File: src/rtl/reg_scoreboard_pkg.sv
// ============================================================================
// reg_scoreboard_pkg : shared sizing defaults and register-index type
// Revision: 1.0
// ============================================================================
`default_nettype none

package reg_scoreboard_pkg;
  localparam int NUM_REGS_DEF   = 16;
  localparam int REG_ADDR_W_DEF = 4;
  localparam int CNT_W_DEF      = 2;

  typedef logic [REG_ADDR_W_DEF-1:0] reg_idx_t;
endpackage

`default_nettype wire

File: src/rtl/reg_scoreboard_if.sv
// ============================================================================
// reg_scoreboard_if : pipeline-event / ID-operand bundle for the scoreboard
// Revision: 1.0
// ============================================================================
`default_nettype none

interface reg_scoreboard_if
  import reg_scoreboard_pkg::*;
#(
  parameter int NUM_REGS   = NUM_REGS_DEF,
  parameter int REG_ADDR_W = REG_ADDR_W_DEF
) ();
  logic                  freeze;
  logic                  issue_valid;
  logic                  issue_wb_en;
  logic [REG_ADDR_W-1:0] issue_dest;
  logic                  issue_mem_read;
  logic                  wb_valid;
  logic [REG_ADDR_W-1:0] wb_dest;
  logic [REG_ADDR_W-1:0] src_1;
  logic [REG_ADDR_W-1:0] src_2;
  logic                  two_src;
  logic                  forwarding_mode;
  logic                  hazard_detected;
  logic [NUM_REGS-1:0]   pending_vec;
  logic                  err_overflow;
  logic                  err_underflow;

  modport master (
    output freeze, issue_valid, issue_wb_en, issue_dest, issue_mem_read,
           wb_valid, wb_dest, src_1, src_2, two_src, forwarding_mode,
    input  hazard_detected, pending_vec, err_overflow, err_underflow
  );

  modport slave (
    input  freeze, issue_valid, issue_wb_en, issue_dest, issue_mem_read,
           wb_valid, wb_dest, src_1, src_2, two_src, forwarding_mode,
    output hazard_detected, pending_vec, err_overflow, err_underflow
  );
endinterface

`default_nettype wire

File: src/rtl/reg_scoreboard_sb_counter.sv
// ============================================================================
// sb_counter : saturating up/down pending-write counter with sticky errors
// Revision: 1.0
// ============================================================================
`default_nettype none

module sb_counter
  import reg_scoreboard_pkg::*;
#(
  parameter int CNT_W = CNT_W_DEF
) (
  input  wire logic             clk,
  input  wire logic             rst,
  input  wire logic             inc,
  input  wire logic             dec,
  output logic [CNT_W-1:0]      count,
  output logic                  pending,
  output logic                  err_overflow,
  output logic                  err_underflow
);
  localparam logic [CNT_W-1:0] c_cnt_max = '1;

  logic [CNT_W-1:0] cnt_q, cnt_d;
  logic             pending_q, pending_d;
  logic             ovf_q, ovf_d;
  logic             unf_q, unf_d;

  // Simultaneous inc and dec cancel, so neither boundary check applies.
  always_comb begin
    cnt_d = cnt_q;
    ovf_d = ovf_q;
    unf_d = unf_q;
    if (inc && !dec) begin
      if (cnt_q == c_cnt_max) ovf_d = 1'b1;
      else                    cnt_d = cnt_q + 1'b1;
    end else if (dec && !inc) begin
      if (cnt_q == '0) unf_d = 1'b1;
      else             cnt_d = cnt_q - 1'b1;
    end
    pending_d = (cnt_d != '0);
  end

  always_ff @(posedge clk) begin
    if (rst) begin
      cnt_q     <= '0;
      pending_q <= 1'b0;
      ovf_q     <= 1'b0;
      unf_q     <= 1'b0;
    end else begin
      cnt_q     <= cnt_d;
      pending_q <= pending_d;
      ovf_q     <= ovf_d;
      unf_q     <= unf_d;
    end
  end

  assign count         = cnt_q;
  assign pending       = pending_q;
  assign err_overflow  = ovf_q;
  assign err_underflow = unf_q;
endmodule

`default_nettype wire

File: src/rtl/reg_scoreboard.sv
// ============================================================================
// reg_scoreboard : per-register in-flight write tracking and ID hazard output
// Revision: 1.0
// ============================================================================
`default_nettype none

module reg_scoreboard
  import reg_scoreboard_pkg::*;
#(
  parameter int NUM_REGS   = NUM_REGS_DEF,
  parameter int REG_ADDR_W = REG_ADDR_W_DEF,
  parameter int CNT_W      = CNT_W_DEF
) (
  input  wire logic        clk,
  input  wire logic        rst,
  reg_scoreboard_if.slave  sb
);
  localparam int c_addr_span = 2**REG_ADDR_W;

  logic                  inc_ev;
  logic                  dec_ev;
  logic [NUM_REGS-1:0]   inc_vec;
  logic [NUM_REGS-1:0]   dec_vec;
  logic [NUM_REGS-1:0]   pend_vec;
  logic [NUM_REGS-1:0]   ovf_vec;
  logic [NUM_REGS-1:0]   unf_vec;
  logic [CNT_W-1:0]      cnt [NUM_REGS];
  logic [c_addr_span-1:0] busy_map;
  logic                  hazard;

  logic                  exe_valid_q, exe_valid_d;
  logic [REG_ADDR_W-1:0] exe_dest_q,  exe_dest_d;
  logic                  exe_load_q,  exe_load_d;

  assign inc_ev = sb.issue_valid & sb.issue_wb_en & ~sb.freeze;
  assign dec_ev = sb.wb_valid & ~sb.freeze;

  // Indices at or above NUM_REGS never match a decode slot, so their
  // events drop out and their busy_map entries stay zero.
  for (genvar i = 0; i < NUM_REGS; i++) begin : g_regs
    assign inc_vec[i] = inc_ev & (sb.issue_dest == REG_ADDR_W'(i));
    assign dec_vec[i] = dec_ev & (sb.wb_dest == REG_ADDR_W'(i));

    sb_counter #(
      .CNT_W (CNT_W)
    ) u_cnt (
      .clk           (clk),
      .rst           (rst),
      .inc           (inc_vec[i]),
      .dec           (dec_vec[i]),
      .count         (cnt[i]),
      .pending       (pend_vec[i]),
      .err_overflow  (ovf_vec[i]),
      .err_underflow (unf_vec[i])
    );

    assign busy_map[i] = (cnt[i] != '0);
  end

  for (genvar i = NUM_REGS; i < c_addr_span; i++) begin : g_pad
    assign busy_map[i] = 1'b0;
  end

  always_comb begin
    exe_valid_d = exe_valid_q;
    exe_dest_d  = exe_dest_q;
    exe_load_d  = exe_load_q;
    if (!sb.freeze) begin
      exe_valid_d = sb.issue_valid & sb.issue_wb_en;
      exe_dest_d  = sb.issue_dest;
      exe_load_d  = sb.issue_mem_read;
    end
  end

  always_ff @(posedge clk) begin
    if (rst) begin
      exe_valid_q <= 1'b0;
      exe_dest_q  <= '0;
      exe_load_q  <= 1'b0;
    end else begin
      exe_valid_q <= exe_valid_d;
      exe_dest_q  <= exe_dest_d;
      exe_load_q  <= exe_load_d;
    end
  end

  // With forwarding only a load still in EXE cannot supply its result in time.
  always_comb begin
    hazard = 1'b0;
    if (sb.forwarding_mode) begin
      hazard = exe_valid_q & exe_load_q &
               ((sb.src_1 == exe_dest_q) |
                (sb.two_src & (sb.src_2 == exe_dest_q)));
    end else begin
      hazard = busy_map[sb.src_1] | (sb.two_src & busy_map[sb.src_2]);
    end
  end

  assign sb.hazard_detected = hazard;
  assign sb.pending_vec     = pend_vec;
  assign sb.err_overflow    = |ovf_vec;
  assign sb.err_underflow   = |unf_vec;
endmodule

`default_nettype wire
File: src/flat_wrapper.sv
// flat-port wrapper written by rule: the top's interface ports become plain ports
module reg_scoreboard_flat import reg_scoreboard_pkg::*;
#(
  parameter int NUM_REGS   = NUM_REGS_DEF,
  parameter int REG_ADDR_W = REG_ADDR_W_DEF,
  parameter int CNT_W      = CNT_W_DEF
)
  (clk, rst, sb_freeze, sb_issue_valid, sb_issue_wb_en, sb_issue_dest, sb_issue_mem_read, sb_wb_valid, sb_wb_dest, sb_src_1, sb_src_2, sb_two_src, sb_forwarding_mode, sb_hazard_detected, sb_pending_vec, sb_err_overflow, sb_err_underflow);
  reg_scoreboard_if #(.NUM_REGS(NUM_REGS), .REG_ADDR_W(REG_ADDR_W)) sb_i ();
  input  wire logic clk;
  input  wire logic rst;
  input wire logic [$bits(sb_i.freeze)-1:0] sb_freeze;
  input wire logic [$bits(sb_i.issue_valid)-1:0] sb_issue_valid;
  input wire logic [$bits(sb_i.issue_wb_en)-1:0] sb_issue_wb_en;
  input wire logic [$bits(sb_i.issue_dest)-1:0] sb_issue_dest;
  input wire logic [$bits(sb_i.issue_mem_read)-1:0] sb_issue_mem_read;
  input wire logic [$bits(sb_i.wb_valid)-1:0] sb_wb_valid;
  input wire logic [$bits(sb_i.wb_dest)-1:0] sb_wb_dest;
  input wire logic [$bits(sb_i.src_1)-1:0] sb_src_1;
  input wire logic [$bits(sb_i.src_2)-1:0] sb_src_2;
  input wire logic [$bits(sb_i.two_src)-1:0] sb_two_src;
  input wire logic [$bits(sb_i.forwarding_mode)-1:0] sb_forwarding_mode;
  output wire logic [$bits(sb_i.hazard_detected)-1:0] sb_hazard_detected;
  output wire logic [$bits(sb_i.pending_vec)-1:0] sb_pending_vec;
  output wire logic [$bits(sb_i.err_overflow)-1:0] sb_err_overflow;
  output wire logic [$bits(sb_i.err_underflow)-1:0] sb_err_underflow;
  assign sb_i.freeze = sb_freeze;
  assign sb_i.issue_valid = sb_issue_valid;
  assign sb_i.issue_wb_en = sb_issue_wb_en;
  assign sb_i.issue_dest = sb_issue_dest;
  assign sb_i.issue_mem_read = sb_issue_mem_read;
  assign sb_i.wb_valid = sb_wb_valid;
  assign sb_i.wb_dest = sb_wb_dest;
  assign sb_i.src_1 = sb_src_1;
  assign sb_i.src_2 = sb_src_2;
  assign sb_i.two_src = sb_two_src;
  assign sb_i.forwarding_mode = sb_forwarding_mode;
  assign sb_hazard_detected = sb_i.hazard_detected;
  assign sb_pending_vec = sb_i.pending_vec;
  assign sb_err_overflow = sb_i.err_overflow;
  assign sb_err_underflow = sb_i.err_underflow;
  reg_scoreboard #(.NUM_REGS(NUM_REGS), .REG_ADDR_W(REG_ADDR_W), .CNT_W(CNT_W)) u_core (.clk(clk), .rst(rst), .sb(sb_i));
endmodule
File: config.mk
export PLATFORM = sky130hd
export DESIGN_NAME = reg_scoreboard_flat
export DESIGN_NICKNAME = d
export VERILOG_FILES = /design/src/rtl/reg_scoreboard_pkg.sv /design/src/rtl/reg_scoreboard_if.sv /design/src/rtl/reg_scoreboard_sb_counter.sv /design/src/rtl/reg_scoreboard.sv /design/src/flat_wrapper.sv
export SDC_FILE = /design/constraint.sdc
export NUM_CORES = 1
export LEC_CHECK = 0
export CAP_MARGIN = 20
export CORE_MARGIN = 2
export CORE_UTILIZATION = 49
export DETAILED_ROUTE_END_ITERATION = 8
export HOLD_SLACK_MARGIN = 0.02
export PLACE_DENSITY = 0.79
export SLEW_MARGIN = 20
export SYNTH_ARGS = -nofsm -noshare
export SYNTH_HDL_FRONTEND = slang
export SYNTH_SLANG_ARGS = --single-unit
File: constraint.sdc
create_clock -name clk -period 1.9 [get_ports clk]
set_input_delay 0.285 -clock clk [delete_from_list [all_inputs] [get_ports clk]]
set_output_delay 0.285 -clock clk [all_outputs]
set_load 0.02 [all_outputs]
==> results.sh, run 1 <==
export IMPL_rows=35
export IMPL_synth_warnings=0
export IMPL_grt_pass1_wl_um=20300
export IMPL_syn_area_um2=4630
export IMPL_clock_sinks=86
export IMPL_drt_wirelength_per_cell_um=16.0
export IMPL_wirelength_um=12500
export IMPL_p_clk_frac=0.372
export IMPL_netlist_instances=555
export IMPL_crit_path_start_kind="flop"
export IMPL_setup_ws_ns=-0.491
export IMPL_post_route_drc_count=0
export IMPL_synth_top_family_by_area="simple AND/OR/NAND/NOR gates"
export IMPL_r2r_start="u_core.g_regs[12].u_cnt.count[0]$_SDFF_PP0_"
export IMPL_io_pins=44
export IMPL_routabilityCongestion=1.00
export IMPL_switching_power_mw=0.907
export IMPL_drt_iter0_drc=326
export IMPL_postSynth_asyncResetShare=0
export IMPL_synth_adder_area_share=0.0346
export IMPL_max_stage_delay_ns=0.47
export IMPL_switching_share=0.258
export IMPL_total_power_mw=3.51
export IMPL_ys_seq_elements=86
export IMPL_grt_max_degree=87
export IMPL_drive_gt1_frac=0.257
export IMPL_relSlewSlack=0.735
export IMPL_clock_fmax_mhz=418
export IMPL_fin_nets=692
export IMPL_min_period_ns=2.39
export IMPL_num_antenna_cells=0
export IMPL_ys_types=52
export IMPL_ctsRootBufferMaster="clkbuf_8"
export IMPL_violations="negative setup slack"
export IMPL_viasPerCell=5.71
export IMPL_grtUsageMet2=0.425
export IMPL_grt_usage=0.253
export IMPL_p_per_area_nw_per_um2=586
export IMPL_drt_pass1_iter_count=5
export IMPL_hold_violations=0
export IMPL_holdCritPathClass="input port to flop"
export IMPL_syn_nets=580
export IMPL_htree_levels=3
export IMPL_start_util=0.504
export IMPL_power_leakage_nw=2.26
export IMPL_worst_slew_pin_slew_ns=0.387
export IMPL_synthMuxAreaShare=0.0635
export IMPL_holdPathStages=3
export IMPL_die_width_um=101
export IMPL_pwr_share_comb=0.108
export IMPL_synth_area_per_cell_um2=8.35
export IMPL_port_buffers=43
export IMPL_hpwl_um=9380
export IMPL_fin_skew_ns=0.00843
export IMPL_vias=4474
export IMPL_hold_end="u_core.g_regs[3].u_cnt.err_underflow$_SDFFE_PP0P_"
export IMPL_crit_slowest_cell="mux4_2"
export IMPL_drv_slew=0
export IMPL_grt_met1_usage=0.313
export IMPL_cts_made_buffers=9
export IMPL_overflow=0
export IMPL_clk_path_buf_depth=2
export IMPL_intPower_mw=2.61
export IMPL_cp_end_kind="output pin"
export IMPL_path_delay_family="compound AO/OA/AOI/OAI gates"
export IMPL_ff2ff_setup_slack_ns=0.64
export IMPL_first_global_vias=4296
export IMPL_max_cap_violations=0
export IMPL_crit_required_ns=1.62
export IMPL_die_area_um2=10200
export IMPL_core_area_um2=9200
export IMPL_seqPwrFrac=0.520
export IMPL_fillers=758
export IMPL_synth_compound_area_frac=0.140
export IMPL_worst_ep_arrival_time_ns=2.11
export IMPL_r2r_end="u_core.g_regs[12].u_cnt.pending$_SDFF_PP0_"
export IMPL_yosysSeqAreaShare=0.372
export IMPL_ff2ff_path_depth=5
export IMPL_cp_cell_sequence="nor2_1 -> mux4_2 -> a211o_1 -> and4_1 -> a32oi_2 -> buf_4"
export IMPL_setup_violations=1
export IMPL_stdcell_area_um2=5990
export IMPL_worstSkewPairLatency_ns=0.36
export IMPL_post_dp_cell_area_um2=5740
export IMPL_cp_max_fo=2
export IMPL_synth_simple_gate_area_frac=0.289
export IMPL_path_buf_inv=1
export IMPL_fp_dieH_um=101
export IMPL_busiest_layer="met2"
export IMPL_fin_crit_sh=1.26
export IMPL_antenna_left=0
export IMPL_antenna_found_initial=0
export IMPL_cts_reportedPaths_clkPinSlew_ns=0.09
export IMPL_status="finished, violations left"
export IMPL_met3_usage=0.0587
export IMPL_crit_type="flop to output pin"
export IMPL_syn_to_final_growth_pct=29.4
export IMPL_synth_edf_count=0
export IMPL_ir_worst_vdd_mv=0.347
export IMPL_synthXorXnorAreaFrac=0.0454
export IMPL_ys_flop_type="dfxtp_1"
export IMPL_rsz0062_at_grt="yes"
export IMPL_min_delay_start="rst"
export IMPL_cts_tree="built"
## registers in the layout, indices dropped and copies added (netlist names)
signal / count
u_core.g_regs.u_cnt.count: 32
u_core.g_regs.u_cnt.err_overflow: 16
u_core.g_regs.u_cnt.err_underflow: 16
u_core.g_regs.u_cnt.pending: 16
u_core.exe_valid_q: 1
u_core.exe_dest_q: 4
u_core.exe_load_q: 1
## synthesized netlist by cell type, drive strengths merged, types with 2 or more instances
cell type	instances	area (µm²)
a2111oi	2	17.5
a21oi	46	230
a31oi	16	100
and2	32	200
and4bb	2	25.0
buf	28	186
clkbuf	17	66.3
dfxtp	86	1720
inv	2	7.51
maj3	16	160
mux2i	20	200
mux4	4	93.8
nand2	20	77.6
nand2b	4	30.0
nand3	7	47.6
nand4	3	18.8
nor2	100	378
nor2b	2	12.5
nor3	34	236
nor3b	3	22.5
nor4	19	161
nor4b	6	67.6
o21ai	50	250
xnor2	5	43.8
xor2	19	166
## routing by layer
metal	share of wire	vias to the layer above
met2	0.48	166
met1	0.43	2092
met5	0	-
met3	0.064	38
met4	0.031	0
li1	-	2178
## power by group through the flow
stage | sequential, mW | combinational [mW] | clock (mW)
final | 1.83 | 0.378 | 1.31
after global routing | 1.83 | 0.404 | 1.40
after CTS | 1.83 | 0.372 | 1.32
after detailed placement | 1.87 | 0.375 | 0
after global placement | 1.87 | 0.365 | 0
after floorplan | 1.87 | 0.189 | 0
## metrics by stage
step	setup TNS, ns	utilization	hold slack, ns	setup WS, ns	cells
floorplan	-0.0939	-	0.429	-0.0939	555
global placement	-11.25	0.624	0.450	-1.09	766
detailed placement	-17.09	0.624	0.456	-1.11	766
CTS	-0.491	0.648	0.421	-0.491	782
global route	-0.574	0.652	0.429	-0.574	783
finish	-0.491	0.652	0.431	-0.491	783
## worst register-to-register path, cell delays in order, from the launching register on
cell	delay, ns
dfxtp_1	0.32
buf_4	0.14
buf_4	0.15
maj3_1	0.34
nor2_1	0.14
nor2_1	0.06
## cells in the final DEF (no fill, tap or decap), drive strengths merged, types with 2 or more instances in the layout
| cell | instances |
|---|---|
| clkinvlp | 2 |
| a2111oi | 2 |
| nand2b | 4 |
| clkdlybuf4s50 | 34 |
| xor2 | 19 |
| nor4 | 19 |
| nor2b | 2 |
| dfxtp | 86 |
| mux2i | 20 |
| dlymetal6s2s | 2 |
| and2 | 32 |
| o21ai | 50 |
| dlygate4sd2 | 3 |
| nand3 | 7 |
| xnor2 | 5 |
| nor2 | 100 |
| a31oi | 16 |
| nor3b | 3 |
| nor4b | 6 |
| nor3 | 34 |
| buf | 106 |
| maj3 | 16 |
| clkbuf | 9 |
| nand2 | 20 |
| inv | 4 |
| nand4 | 3 |
| clkinv | 2 |
| a21oi | 46 |
| mux4 | 4 |
| and4bb | 2 |
## final cells by class
cell class                 count  area [µm²]  area share
clock inverter                 7        72.6      0.0121
tap                          111         139      0.0232
inverter                       2        7.51     0.00125
clock buffer                   9         124      0.0207
sequential                    86        1740       0.290
timing repair buffer         146        1220       0.203
multi-input combinational    422        2690       0.449
## worst max path at each step
stage	slack, ns	to	cells past startpoint	start
floorplan	-0.09	sb_hazard_detected	6	u_core.g_regs[6].u_cnt.count[0]$_SDFF_PP0_
global placement	-1.09	sb_hazard_detected	6	sb_src_2[2]
detailed placement	-1.11	sb_hazard_detected	6	sb_src_2[2]
CTS	-0.49	sb_hazard_detected	6	u_core.g_regs[5].u_cnt.count[0]$_SDFF_PP0_
global route	-0.57	sb_hazard_detected	6	u_core.g_regs[1].u_cnt.count[0]$_SDFF_PP0_
finish	-0.49	sb_hazard_detected	6	u_core.g_regs[1].u_cnt.count[0]$_SDFF_PP0_
## kinds of logic (layout without fill, tap and decap cells)
kind of cell,after synthesis,after routing
xor+xnor,24,24
compound gates,120,120
mux,24,24
buf+inv,47,164
simple gates,238,238
flops,86,86
fa+ha+maj,16,16
## repair_timing
| item | 4_1_cts | 5_1_grt |
|---|---|---|
| gates resized for setup | 31 | 8 |
| pin swaps | 2 | 2 |
| setup endpoints to repair | 3 | 17 |
| setup buffers | 0 | 1 |
| hold buffers | 0 | 0 |
Note: power is estimated with default switching activity, not from simulation.
==> inputs of run 2 (changes only) <==
--- a/config.mk
+++ b/config.mk
@@ -11,6 +11,7 @@
 export DETAILED_ROUTE_END_ITERATION = 8
 export HOLD_SLACK_MARGIN = 0.02
 export PLACE_DENSITY = 0.79
+export RECOVER_POWER = 50
 export SLEW_MARGIN = 20
 export SYNTH_ARGS = -nofsm -noshare
 export SYNTH_HDL_FRONTEND = slang
==> run 2 against run 1 <==
  * Sequential cell count stayed put
  * The flow still finishes with violations (negative setup slack)
  * Critical endpoint unchanged
  * Utilization is 0.63 points lower
  * Global-route usage stayed put
  * Design area is 0.96% lower
  * Worst setup slack hardly changed
  * Highest routed layer unchanged
  * Non-clock buffer count stayed put
  * Critical path type unchanged
  * Via count is 0.31% lower
  * Hold slack worse by 0.0039 ns
==> results.sh, run 2 (synthesis gave the netlist of run 1 again) <==
export IMPL_cp_cell_sequence="nor2_1 -> mux4_2 -> a211o_1 -> and4_1 -> a32oi_2 -> buf_4"
export IMPL_antenna_left=0
export IMPL_crit_type="flop to output pin"
export IMPL_die_area_um2=10200
export IMPL_relSlewSlack=0.642
export IMPL_worst_slew_pin_slew_ns=0.537
export IMPL_clock_fmax_mhz=418
export IMPL_pre_cts_slack_ns=-1.11
export IMPL_drt_wirelength_per_cell_um=16.0
export IMPL_rows=35
export IMPL_cp_max_fo=2
export IMPL_worst_ep_arrival_time_ns=2.11
export IMPL_ir_worst_vdd_mv=0.344
export IMPL_violations="negative setup slack"
export IMPL_cts_reportedPaths_clkPinSlew_ns=0.09
export IMPL_setup_ws_ns=-0.491
export IMPL_wirelength_um=12500
export IMPL_cp_end_kind="output pin"
export IMPL_core_area_um2=9200
export IMPL_first_global_vias=4296
export IMPL_drt_iter0_drc=366
export IMPL_start_util=0.504
export IMPL_vias=4460
export IMPL_fp_dieH_um=101
export IMPL_tns_ns=-0.715
export IMPL_largest_register_ffs=32
export IMPL_die_width_um=101
export IMPL_placedCellCount=766
export IMPL_worstSkewPairLatency_ns=0.36
export IMPL_htree_levels=3
export IMPL_grt_usage=0.253
export IMPL_port_buffers=43
export IMPL_crit_slowest_cell="mux4_2"
export IMPL_setup_violations=7
export IMPL_io_pins=44
export IMPL_routabilityCongestion=1.00
export IMPL_status="finished, violations left"
export IMPL_whs_ns=0.427
export IMPL_fin_crit_sh=1.26
export IMPL_drt_pass1_iter_count=5
export IMPL_p_per_area_nw_per_um2=590
export IMPL_hold_violations=0
export IMPL_holdCritPathClass="input port to flop"
export IMPL_cts_tree="built"
export IMPL_grt_max_degree=87
export IMPL_fin_skew_ns=0.00790
export IMPL_crit_path_start_kind="flop"
export IMPL_viasPerCell=5.70
export IMPL_final_common_cell="nor2_1"
export IMPL_syn_to_final_growth_pct=28.1
export IMPL_max_stage_delay_ns=0.47
export IMPL_fin_nets=692
export IMPL_cts_hold_fix_buffers=0
export IMPL_grt_pass1_wl_um=20300
export IMPL_overflow=0
export IMPL_post_route_drc_count=0
export IMPL_drv_slew=0
export IMPL_final_util=0.645
export IMPL_min_period_ns=2.39
export IMPL_cts_made_buffers=9
export IMPL_hpwl_um=9380
export IMPL_clk_path_buf_depth=2
export IMPL_ctsRootBufferMaster="clkbuf_8"
export IMPL_num_antenna_cells=0
export IMPL_power_leakage_nw=2.27
export IMPL_drive_gt1_frac=0.246
export IMPL_final_cell_mix="nor2_1, buf_4, dfxtp_1"
export IMPL_clock_sinks=86
export IMPL_fin_cells=783
export IMPL_rsz0062_at_grt="yes"
export IMPL_antenna_found_initial=0
export IMPL_crit_required_ns=1.62
export IMPL_max_cap_violations=0
==> run 2: cell types whose count changed in the layout (fill, tap and decap cells not counted), moves of 6 or more <==
cell             previous run  this run
and2_0                      1         7
buf_4                     102        89
clkdlybuf4s50_1            34        16
and2_1                     31        25
dlygate4sd3_1               0        18
clkbuf_1                    0         6
==> run 2: worst max-delay path: cells and delay by family, from the launching register on <==
family	cells	cell delay (ns)
flip-flops	1	0.35
AO/OA/AOI/OAI	2	0.47
AND/OR/NAND/NOR	2	0.28
buffers and inverters	1	0.17
multiplexers	1	0.47
==> run 2: metal layers <==
layer | part of all wire | GRT usage | wire (µm)
met1 | 0.42 | 0.313 | 5210
met2 | 0.48 | 0.425 | 6020
met3 | 0.066 | 0.0587 | 826
met4 | 0.036 | 0.105 | 450
met5 | 0 | 0 | 0
==> run 2: final timing paths <==
path / from / end / slack (ns) / cells after the start
setup / recovery: u_core.g_regs[1].u_cnt.count[0]$_SDFF_PP0_ / sb_hazard_detected / -0.49 / 6
hold / removal: rst / u_core.g_regs[3].u_cnt.err_underflow$_SDFFE_PP0P_ / 0.43 / 3
setup reg to reg: u_core.g_regs[12].u_cnt.count[0]$_SDFF_PP0_ / u_core.g_regs[12].u_cnt.pending$_SDFF_PP0_ / 0.64 / 5
hold reg to reg: u_core.g_regs[12].u_cnt.err_underflow$_SDFFE_PP0P_ / u_core.g_regs[12].u_cnt.err_underflow$_SDFFE_PP0P_ / 0.49 / 2
==> run 2: where the power goes <==
part           switching, mW  internal, mW
sequential            0.0103          1.82
combinational          0.198         0.170
clock                  0.692         0.612
==> run 2: layout make-up <==
| class | instances | area (µm²) |
|---|---|---|
| clock buffers | 9 | 124 |
| clock inverters | 7 | 72.6 |
| flip-flops and latches | 86 | 1740 |
| well taps | 111 | 139 |
| repair buffers | 146 | 1180 |
| fillers | 770 | 3260 |
| inverters | 2 | 7.51 |
| multi-input cells | 422 | 2670 |
==> run 2: stage by stage <==
stage	cell area (µm²)	total power [mW]
after floorplan	4660	2.06
after global placement	5740	2.23
after detailed placement	5740	2.24
after CTS	5960	3.51
after global routing	5930	3.63
final	5930	3.50
==> run 2: timing repair <==
item                                    4_1_cts  5_1_grt
pin swaps                                     2        2
buffers inserted                              0        1
resized for setup                            31        8
endpoints found under the setup margin        3       17
==> inputs of run 3 (changes only) <==
--- a/config.mk
+++ b/config.mk
@@ -8,6 +8,7 @@
 export CAP_MARGIN = 20
 export CORE_MARGIN = 2
 export CORE_UTILIZATION = 49
+export CTS_BUF_LIST = sky130_fd_sc_hd__clkbuf_2 sky130_fd_sc_hd__clkbuf_4 sky130_fd_sc_hd__clkbuf_8
 export DETAILED_ROUTE_END_ITERATION = 8
 export HOLD_SLACK_MARGIN = 0.02
 export PLACE_DENSITY = 0.79
==> results of run 3 <==
No change in the layout: final DEF, timing and power equal those of run 2.
